$ cat src/rtl/xoodyak_text_drain_if.sv
// Narrow result stream from the text drain toward the host.
// The master drives words; the slave returns out_ready.
interface xoodyak_text_drain_if #(
    parameter int WORD_W = 32
);
    logic [WORD_W-1:0] out_data;
    logic              out_valid;
    logic              out_ready;
    logic              out_last;
    logic [3:0]        out_kind;

    modport master (
        output out_data,
        output out_valid,
        output out_last,
        output out_kind,
        input  out_ready
    );

    modport slave (
        input  out_data,
        input  out_valid,
        input  out_last,
        input  out_kind,
        output out_ready
    );
endinterface

$ cat src/rtl/xoodyak_text_drain.sv
// Buffers 192-bit core results in a 2-entry FIFO and serializes each entry,
// most-significant word first, onto a valid/ready word stream.
module xoodyak_text_drain #(
    parameter int WORD_W = 32
) (
    input  logic                 eph1,
    input  logic                 reset,
    input  logic [191:0]         textout_r,
    input  logic                 textout_valid,
    input  logic [4:0]           opmode,
    xoodyak_text_drain_if.master out_if,
    output logic                 overflow,
    output logic                 busy
);
    localparam int NW_FULL = 192 / WORD_W;
    localparam int NW_TAG  = 128 / WORD_W;
    localparam int CW      = $clog2(NW_FULL);

    typedef enum logic {IDLE = 1'b0, SEND = 1'b1} state_t;

    state_t        state;
    state_t        state_nxt;
    logic [195:0]  mem [2];
    logic          rd_ptr;
    logic          wr_ptr;
    logic [1:0]    count;
    logic [1:0]    count_nxt;
    logic [CW-1:0] cnt;

    logic [3:0]    head_kind;
    logic [191:0]  head_text;
    logic          is_tag;
    logic [CW-1:0] last_idx;
    logic          at_last;
    logic          xfer;
    logic          pop;
    logic          push;
    logic          drop;
    logic          unused_opmode;

    assign unused_opmode = opmode[4];

    assign head_kind = mem[rd_ptr][195:192];
    assign head_text = mem[rd_ptr][191:0];
    assign is_tag    = (head_kind == 4'd6) || (head_kind == 4'd8);
    assign last_idx  = is_tag ? CW'(NW_TAG - 1) : CW'(NW_FULL - 1);
    assign at_last   = (cnt == last_idx);

    // A final-word pop frees its slot in the same cycle, so a capture then is never dropped.
    assign xfer      = (state == SEND) && out_if.out_ready;
    assign pop       = xfer && at_last;
    assign push      = textout_valid && ((count != 2'd2) || pop);
    assign drop      = textout_valid && (count == 2'd2) && !pop;
    assign count_nxt = count + {1'b0, push} - {1'b0, pop};

    always_ff @(posedge eph1 or posedge reset) begin
        if (reset) begin
            rd_ptr   <= 1'b0;
            wr_ptr   <= 1'b0;
            count    <= 2'd0;
            cnt      <= '0;
            overflow <= 1'b0;
        end else begin
            if (push) wr_ptr <= ~wr_ptr;
            if (pop)  rd_ptr <= ~rd_ptr;
            count <= count_nxt;
            if (drop) overflow <= 1'b1;
            if (pop)       cnt <= '0;
            else if (xfer) cnt <= cnt + CW'(1);
        end
    end

    // Entry storage is never reset; every output is gated by state or count.
    always_ff @(posedge eph1) begin
        if (push) mem[wr_ptr] <= {opmode[3:0], textout_r};
    end

    always_ff @(posedge eph1 or posedge reset) begin
        if (reset) state <= IDLE;
        else       state <= state_nxt;
    end

    // Looking at the incoming strobe in IDLE gives word 0 one cycle after capture.
    always_comb begin
        state_nxt = state;
        case (state)
            IDLE: if ((count != 2'd0) || textout_valid) state_nxt = SEND;
            SEND: if (pop && (count_nxt == 2'd0)) state_nxt = IDLE;
            default: state_nxt = IDLE;
        endcase
    end

    always_comb begin
        out_if.out_valid = 1'b0;
        out_if.out_last  = 1'b0;
        out_if.out_data  = '0;
        out_if.out_kind  = 4'd0;
        if (state == SEND) begin
            out_if.out_valid = 1'b1;
            out_if.out_last  = at_last;
            out_if.out_data  = head_text[191 - int'(cnt) * WORD_W -: WORD_W];
            out_if.out_kind  = head_kind;
        end
    end

    assign busy = (count != 2'd0);
endmodule

$ cat src/flat_wrapper.sv
// flat-port wrapper written by rule: the top's interface ports become plain ports
module xoodyak_text_drain_flat 
#(
    parameter int WORD_W = 32
)
  (eph1, reset, textout_r, textout_valid, opmode, overflow, busy, out_if_out_data, out_if_out_valid, out_if_out_last, out_if_out_kind, out_if_out_ready);
  xoodyak_text_drain_if #(.WORD_W(WORD_W)) out_if_i ();
  input  logic eph1;
  input  logic reset;
  input  logic [191:0] textout_r;
  input  logic textout_valid;
  input  logic [4:0] opmode;
  output logic overflow;
  output logic busy;
  output wire logic [$bits(out_if_i.out_data)-1:0] out_if_out_data;
  output wire logic [$bits(out_if_i.out_valid)-1:0] out_if_out_valid;
  output wire logic [$bits(out_if_i.out_last)-1:0] out_if_out_last;
  output wire logic [$bits(out_if_i.out_kind)-1:0] out_if_out_kind;
  input wire logic [$bits(out_if_i.out_ready)-1:0] out_if_out_ready;
  assign out_if_out_data = out_if_i.out_data;
  assign out_if_out_valid = out_if_i.out_valid;
  assign out_if_out_last = out_if_i.out_last;
  assign out_if_out_kind = out_if_i.out_kind;
  assign out_if_i.out_ready = out_if_out_ready;
  xoodyak_text_drain #(.WORD_W(WORD_W)) u_core (.eph1(eph1), .reset(reset), .textout_r(textout_r), .textout_valid(textout_valid), .opmode(opmode), .out_if(out_if_i), .overflow(overflow), .busy(busy));
endmodule
$ cat config.mk
export PLATFORM = sky130hd
export DESIGN_NAME = xoodyak_text_drain_flat
export DESIGN_NICKNAME = d
export VERILOG_FILES = /design/src/rtl/xoodyak_text_drain_if.sv /design/src/rtl/xoodyak_text_drain.sv /design/src/flat_wrapper.sv
export SDC_FILE = /design/constraint.sdc
export NUM_CORES = 1
export LEC_CHECK = 0
export ABC_AREA = 0
export CAP_MARGIN = 40
export CORE_MARGIN = 2
export CORE_UTILIZATION = 40
export CTS_BUF_LIST = sky130_fd_sc_hd__clkbuf_4
export DETAILED_ROUTE_END_ITERATION = 8
export SYNTH_ARGS = -nofsm -noshare
export SYNTH_HDL_FRONTEND = slang
export SYNTH_SLANG_ARGS = --single-unit
export TNS_END_PERCENT = 50
$ cat constraint.sdc
create_clock -name eph1 -period 31.9 [get_ports eph1]
set_clock_uncertainty 0.15 [all_clocks]
set_input_delay 6.38 -clock eph1 [delete_from_list [all_inputs] [get_ports eph1]]
set_output_delay 6.38 -clock eph1 [all_outputs]
set_load 0.01 [all_outputs]
# ---- After elaboration in Yosys (flattened, before gate mapping)
# Memory sizes are Yosys's and may differ from the RTL's.
# Cells that the tools add are included.
dict set report totals {
  ff_bits 9
  memories 1
  inputBits 201
  ramBits 392
  wordCells 45
}
dict set report op_classes {
  n_reduce_logical 13
  n_addsub 4
  shift 1
  n_bitwise 3
  n_eq_ne 5
  mux 12
}
# memory depth word_bits read_ports rd_ports_with_merged_regs write_ports line
set mem_list {}
lappend mem_list {u_core.mem 2 196 1 0 1 xoodyak_text_drain.sv:23} ;# logic [195:0] mem [2];
# operator n
set ops {}
lappend ops {{223-bit by 32-bit indexed part select with 32-bit output} 1}
lappend ops {{32-bit 2-to-1 mux} 1}
lappend ops {{3-bit 2-to-1 mux} 3}
lappend ops {{8-bit by 8-bit subtractor with 9-bit output (first input constant)} 1}
lappend ops {{1-bit logical AND} 6}
lappend ops {{1-bit 2-to-1 mux} 6}
lappend ops {{4-bit by 3-bit == test with 1-bit output (second input constant)} 1}
lappend ops {{4-bit == test (second input constant)} 1}
lappend ops {{4-bit 2-to-1 mux} 1}
lappend ops {{2-bit nonzero test} 2}
lappend ops {{3-bit by 1-bit adder with 3-bit output (second input constant)} 1}
lappend ops {{3-bit == test} 1}
lappend ops {{1-bit logical OR} 3}
lappend ops {{1-bit inverter} 3}
lappend ops {{2-bit by 1-bit adder with 2-bit output} 1}
lappend ops {{2-bit == test (second input constant)} 1}
lappend ops {{2-bit zero test} 1}
lappend ops {{2-bit inequality test (second input constant)} 1}
lappend ops {{1-bit one-hot mux with 2 select lines} 1}
lappend ops {{2-bit by 1-bit subtractor with 2-bit output} 1}
lappend ops {{1-bit zero test} 1}

# ---- Depth between registers and ports, before layout
# An unclocked memory read counts as a cell.
dict set report logic_depth {
  word_depth 14
  depth_mapped 11
  mapped_depth_nobuf 9
}

# ---- Worst setup path before layout
# OpenSTA, ideal clock, no wires.
dict set report synth_timing {
  path_type {input port to flip-flop}
  startpoint {in out_if_out_ready}
  endpoint {mem u_core.mem[0][0], enable pin}
  path_buffers 0
  required_time_ns 30.994
  stages 5
  setup_ns 0.756
  setup_slack_ns 15.867
  arrival_ns 15.126
  cell_sequence {and3_1 > a21boi_0 > o2111ai_1 > o311ai_4 > nor2_1}
}
dict set report synth_via {
  elab_chain_cells 6
}
# element line
set synth_lines {}
lappend synth_lines {{from (decl)} flat_wrapper.sv:19} ;# input wire logic [$bits(out_if_i.out_ready)-1:0] out_if_out_ready;
lappend synth_lines {{1-bit logical AND} xoodyak_text_drain.sv:50} ;# assign xfer = (state == SEND) && out_if.out_ready;
lappend synth_lines {{1-bit logical AND} xoodyak_text_drain.sv:51} ;# assign pop = xfer && at_last;
lappend synth_lines {{1-bit logical OR} xoodyak_text_drain.sv:52} ;# assign push = textout_valid && ((count != 2'd2) || pop);
lappend synth_lines {{1-bit logical AND} xoodyak_text_drain.sv:52}
lappend synth_lines {{1-bit 2-to-1 mux} xoodyak_text_drain.sv:75} ;# if (push) mem[wr_ptr] <= {opmode[3:0], textout_r};
lappend synth_lines {{1-bit 2-to-1 mux (not written as such)} xoodyak_text_drain.sv:75}
lappend synth_lines {{to (decl)} xoodyak_text_drain.sv:23}
# No other way between the ends.

# ---- Worst setup path after layout
dict set report layout_timing {
  startpoint {reg u_core.cnt[0]}
  endpoint {out out_if_out_data[29]}
}
dict set report layout_via {
  elab_chain_cells 3
}
# element line
set layout_lines {}
lappend layout_lines {{from (decl)} xoodyak_text_drain.sv:28} ;# logic [CW-1:0] cnt;
lappend layout_lines {{from (signal assigned)} xoodyak_text_drain.sv:69} ;# else if (xfer) cnt <= cnt + CW'(1);
lappend layout_lines {{8-bit by 8-bit subtractor with 9-bit output} xoodyak_text_drain.sv:101} ;# out_if.out_data = head_text[191 - int'(cnt) * WORD_W -: WORD_W];
lappend layout_lines {{223-bit by 32-bit indexed part select with 32-bit output} xoodyak_text_drain.sv:101}
lappend layout_lines {{32-bit 2-to-1 mux} xoodyak_text_drain.sv:98} ;# if (state == SEND) begin
lappend layout_lines {{to (decl)} flat_wrapper.sv:15} ;# output wire logic [$bits(out_if_i.out_data)-1:0] out_if_out_data;
# No other way between the ends.

==> run metrics <==
post-place instance area ~0.019 mm^2; CP arrival approximately 4.0 ns; Die Ht 201 um; fin. max-slew vios 0; final cycle utilization of the critical path 0.329; vias in the first global route roughly 8900; cell accounting for the most synthesized area edfxtp_1; Clock Tree Buf Depth 3; Int Power about 1.3 mW; Worst Setup End Kind output port; CP required about 25 ns; initial DRC count 452; max cap viols 0; CTS tree yes; Crit Path Category reg -> out; CTS Hold Buffers Added 0; Boundary Pins 241; Worst VDD drop between 0.05 and 0.06 mV; Placement Setup Slack between 20 and 25 ns; Flop pwr share 0.407; post-synth top area share 0.757; Netlist cell types 34; Vias/cell approximately 4.9; Buf/Inv on CP 2; Overflow after GRT 0; initial antenna violation count 4; met2 global-route usage 0.275; std cell rows 72; #FFs+latches synth ~400; Clock Sinks between 400 and 500; area grow syn2layout 29.2%; Lkg Pwr ~6.8 nW; DRT Wirelength about 34 mm; gr busiest metal met2; FILL cells 3203; first-pass GRT wire length between 50 and 60 mm; Tot GR Track Use 0.173; Syn Nets around 940; Synth area leaders edfxtp_1, mux4_2, mux2i_1; most frequent cells in the layout edfxtp_1, clkdlybuf4s50_1, clkbuf_4, mux4_2, nor2_1; most common cell after layout, fill and taps aside edfxtp_1; cell area after synthesis around 0.016 mm^2; clock power share 0.233; CTS resizes 0; Worst path max stage delay 0.94 ns; Die Area between 0.04 and 0.05 mm^2; worst min-delay path category reg -> reg; drt wl/cell between 20 and 25 um; layout cell share with drive strength beyond 1 0.266; DRC errors left 0; Mean Syn Cell Area around 21 um^2; Gate Count Post-Synth around 730; CP max stage cell dfrtp_4; Switching Power a little over 0.6 mW; DRT antenna net count 0; Die X roughly 200 um; drt pass-1 iters 5; startpoint type of the worst setup path register; GRT met3 Usage 0.0546; switching part of the total 0.312; fin cells about 1700; CP most frequent cell nor2_1; Starting Density 0.404; Post-Layout Inst Area approximately 0.020 mm^2; Total Nets Final about 1300; Final min period 10.49 ns; Final Hold Vio Count 0; pwr dens roughly 100 mW/mm^2; final setup margin 21.41 ns; Slew headroom 0.433; Inst Count DP around 1500; CP delay by family, top buffers and inverters; M1 GR Usage 0.221; RSZ-0062 raised after global routing no; pin count of the biggest net entering global routing 59; endpoints failing setup 0; PortBufs 239; share of total power in combinational logic 0.360; core area 0.0385 mm^2; postcts setup bufs 0; sequential fraction of the synthesis area 0.772; routed via count between 8000 and 9000; Num CTS Buffers 106; Clock Root Buffer clkbuf_4; Tightest Pin Transition roughly 0.85 ns; yosys warns 0; Post-DP HPWL roughly 21 mm; CTS H-tree lvls 3; Final GP Congestion between 0.7 and 0.8; setup_tns 0 ns; crit path cell chain buf_4 -> mux4_2 -> mux2i_1 -> nor2_1 -> a21oi_1 -> nor2_1 -> clkdlybuf4s50_1; critical path fanouts, max between 50 and 60; Clk Latency, worst-skew pair 0.77 ns; Max Freq roughly 95 MHz; clock slew at reported path FFs around 0.070 ns; status complete, no violations
through the flow:
step	hold WS [ns]	total power, mW	util
floorplan	0.298	1.27	-
global placement	0.316	1.51	0.482
detailed placement	0.317	1.53	0.486
CTS	0.327	2.00	0.522
global route	0.355	2.09	0.522
finish	0.324	1.96	0.522
routing by layer:
layer / part of all wire / up-vias / wire length, um
li1: - / 3738 / -
met1: 0.43 / 4145 / 14500
met2: 0.49 / 243 / 16700
met3: 0.064 / 54 / 2170
met4: 0.019 / 4 / 659
met5: 0.00079 / - / 27
path summary, 6_finish.rpt:
path                       cells after the start  slack (ns)                  end            start
min in group asynchronous                      2        5.76      u_core.overflow            reset
max in group asynchronous                      2       25.53        u_core.rd_ptr            reset
setup reg to reg                               8       27.40    u_core.mem[1][81]    u_core.rd_ptr
setup / recovery                               7       21.41  out_if_out_data[29]    u_core.cnt[0]
hold / removal                                 1        0.32      u_core.overflow  u_core.count[0]
hold reg to reg                                1        0.32      u_core.overflow  u_core.count[0]
area by class of cell:
| class | instances | area, um^2 | share of cell area |
|---|---|---|---|
| Multi-Input combinational cell | 287 | 3380 | 0.168 |
| Clock buffer | 167 | 1250 | 0.0624 |
| Tap cell | 518 | 648 | 0.0323 |
| Antenna cell | 1 | 2.50 | 0.000125 |
| Timing Repair Buffer | 257 | 2630 | 0.131 |
| Clock inverter | 17 | 144 | 0.00716 |
| Sequential cell | 401 | 12000 | 0.598 |
| Inverter | 6 | 22.5 | 0.00112 |
power groups by stage:
stage	logic, mW	registers, mW	clock network (mW)
floorplan	0.454	0.821	0
global placement	0.698	0.809	0
detailed placement	0.721	0.812	0
CTS	0.723	0.801	0.476
global route	0.768	0.812	0.506
finish	0.705	0.798	0.456
flip-flops by register name, summed over array words and instances, names as in the netlist:
name             count
u_core.count         2
u_core.overflow      1
u_core.wr_ptr        1
u_core.rd_ptr        1
u_core.state         1
u_core.cnt           3
u_core.mem         392
Yosys cell counts, drive strengths merged:
master,n
edfxtp,392
mux4,96
nor2,69
mux2i,38
a21oi,34
buf,19
clkbuf,19
dfrtp,9
nand2,8
and2,6
inv,6
xor2,6
nor2b,4
o21ai,4
and3,3
ha,3
mux2,2
nand2b,2
nor3,2
o2111ai,2
xnor2,2
a21boi,1
a21o,1
a31o,1
o211ai,1
o311ai,1
o41ai,1
cells by family after synthesis:
group | share of synthesized area
DFF | 0.772
muxes | 0.165
and+or+nand+nor | 0.0256
AOI/OAI and AO/OA | 0.0181
buffers and inverters | 0.0126
xor gates and xnor gates | 0.00451
adders and majority gates | 0.00241
Power figures use the tool's default switching activity.
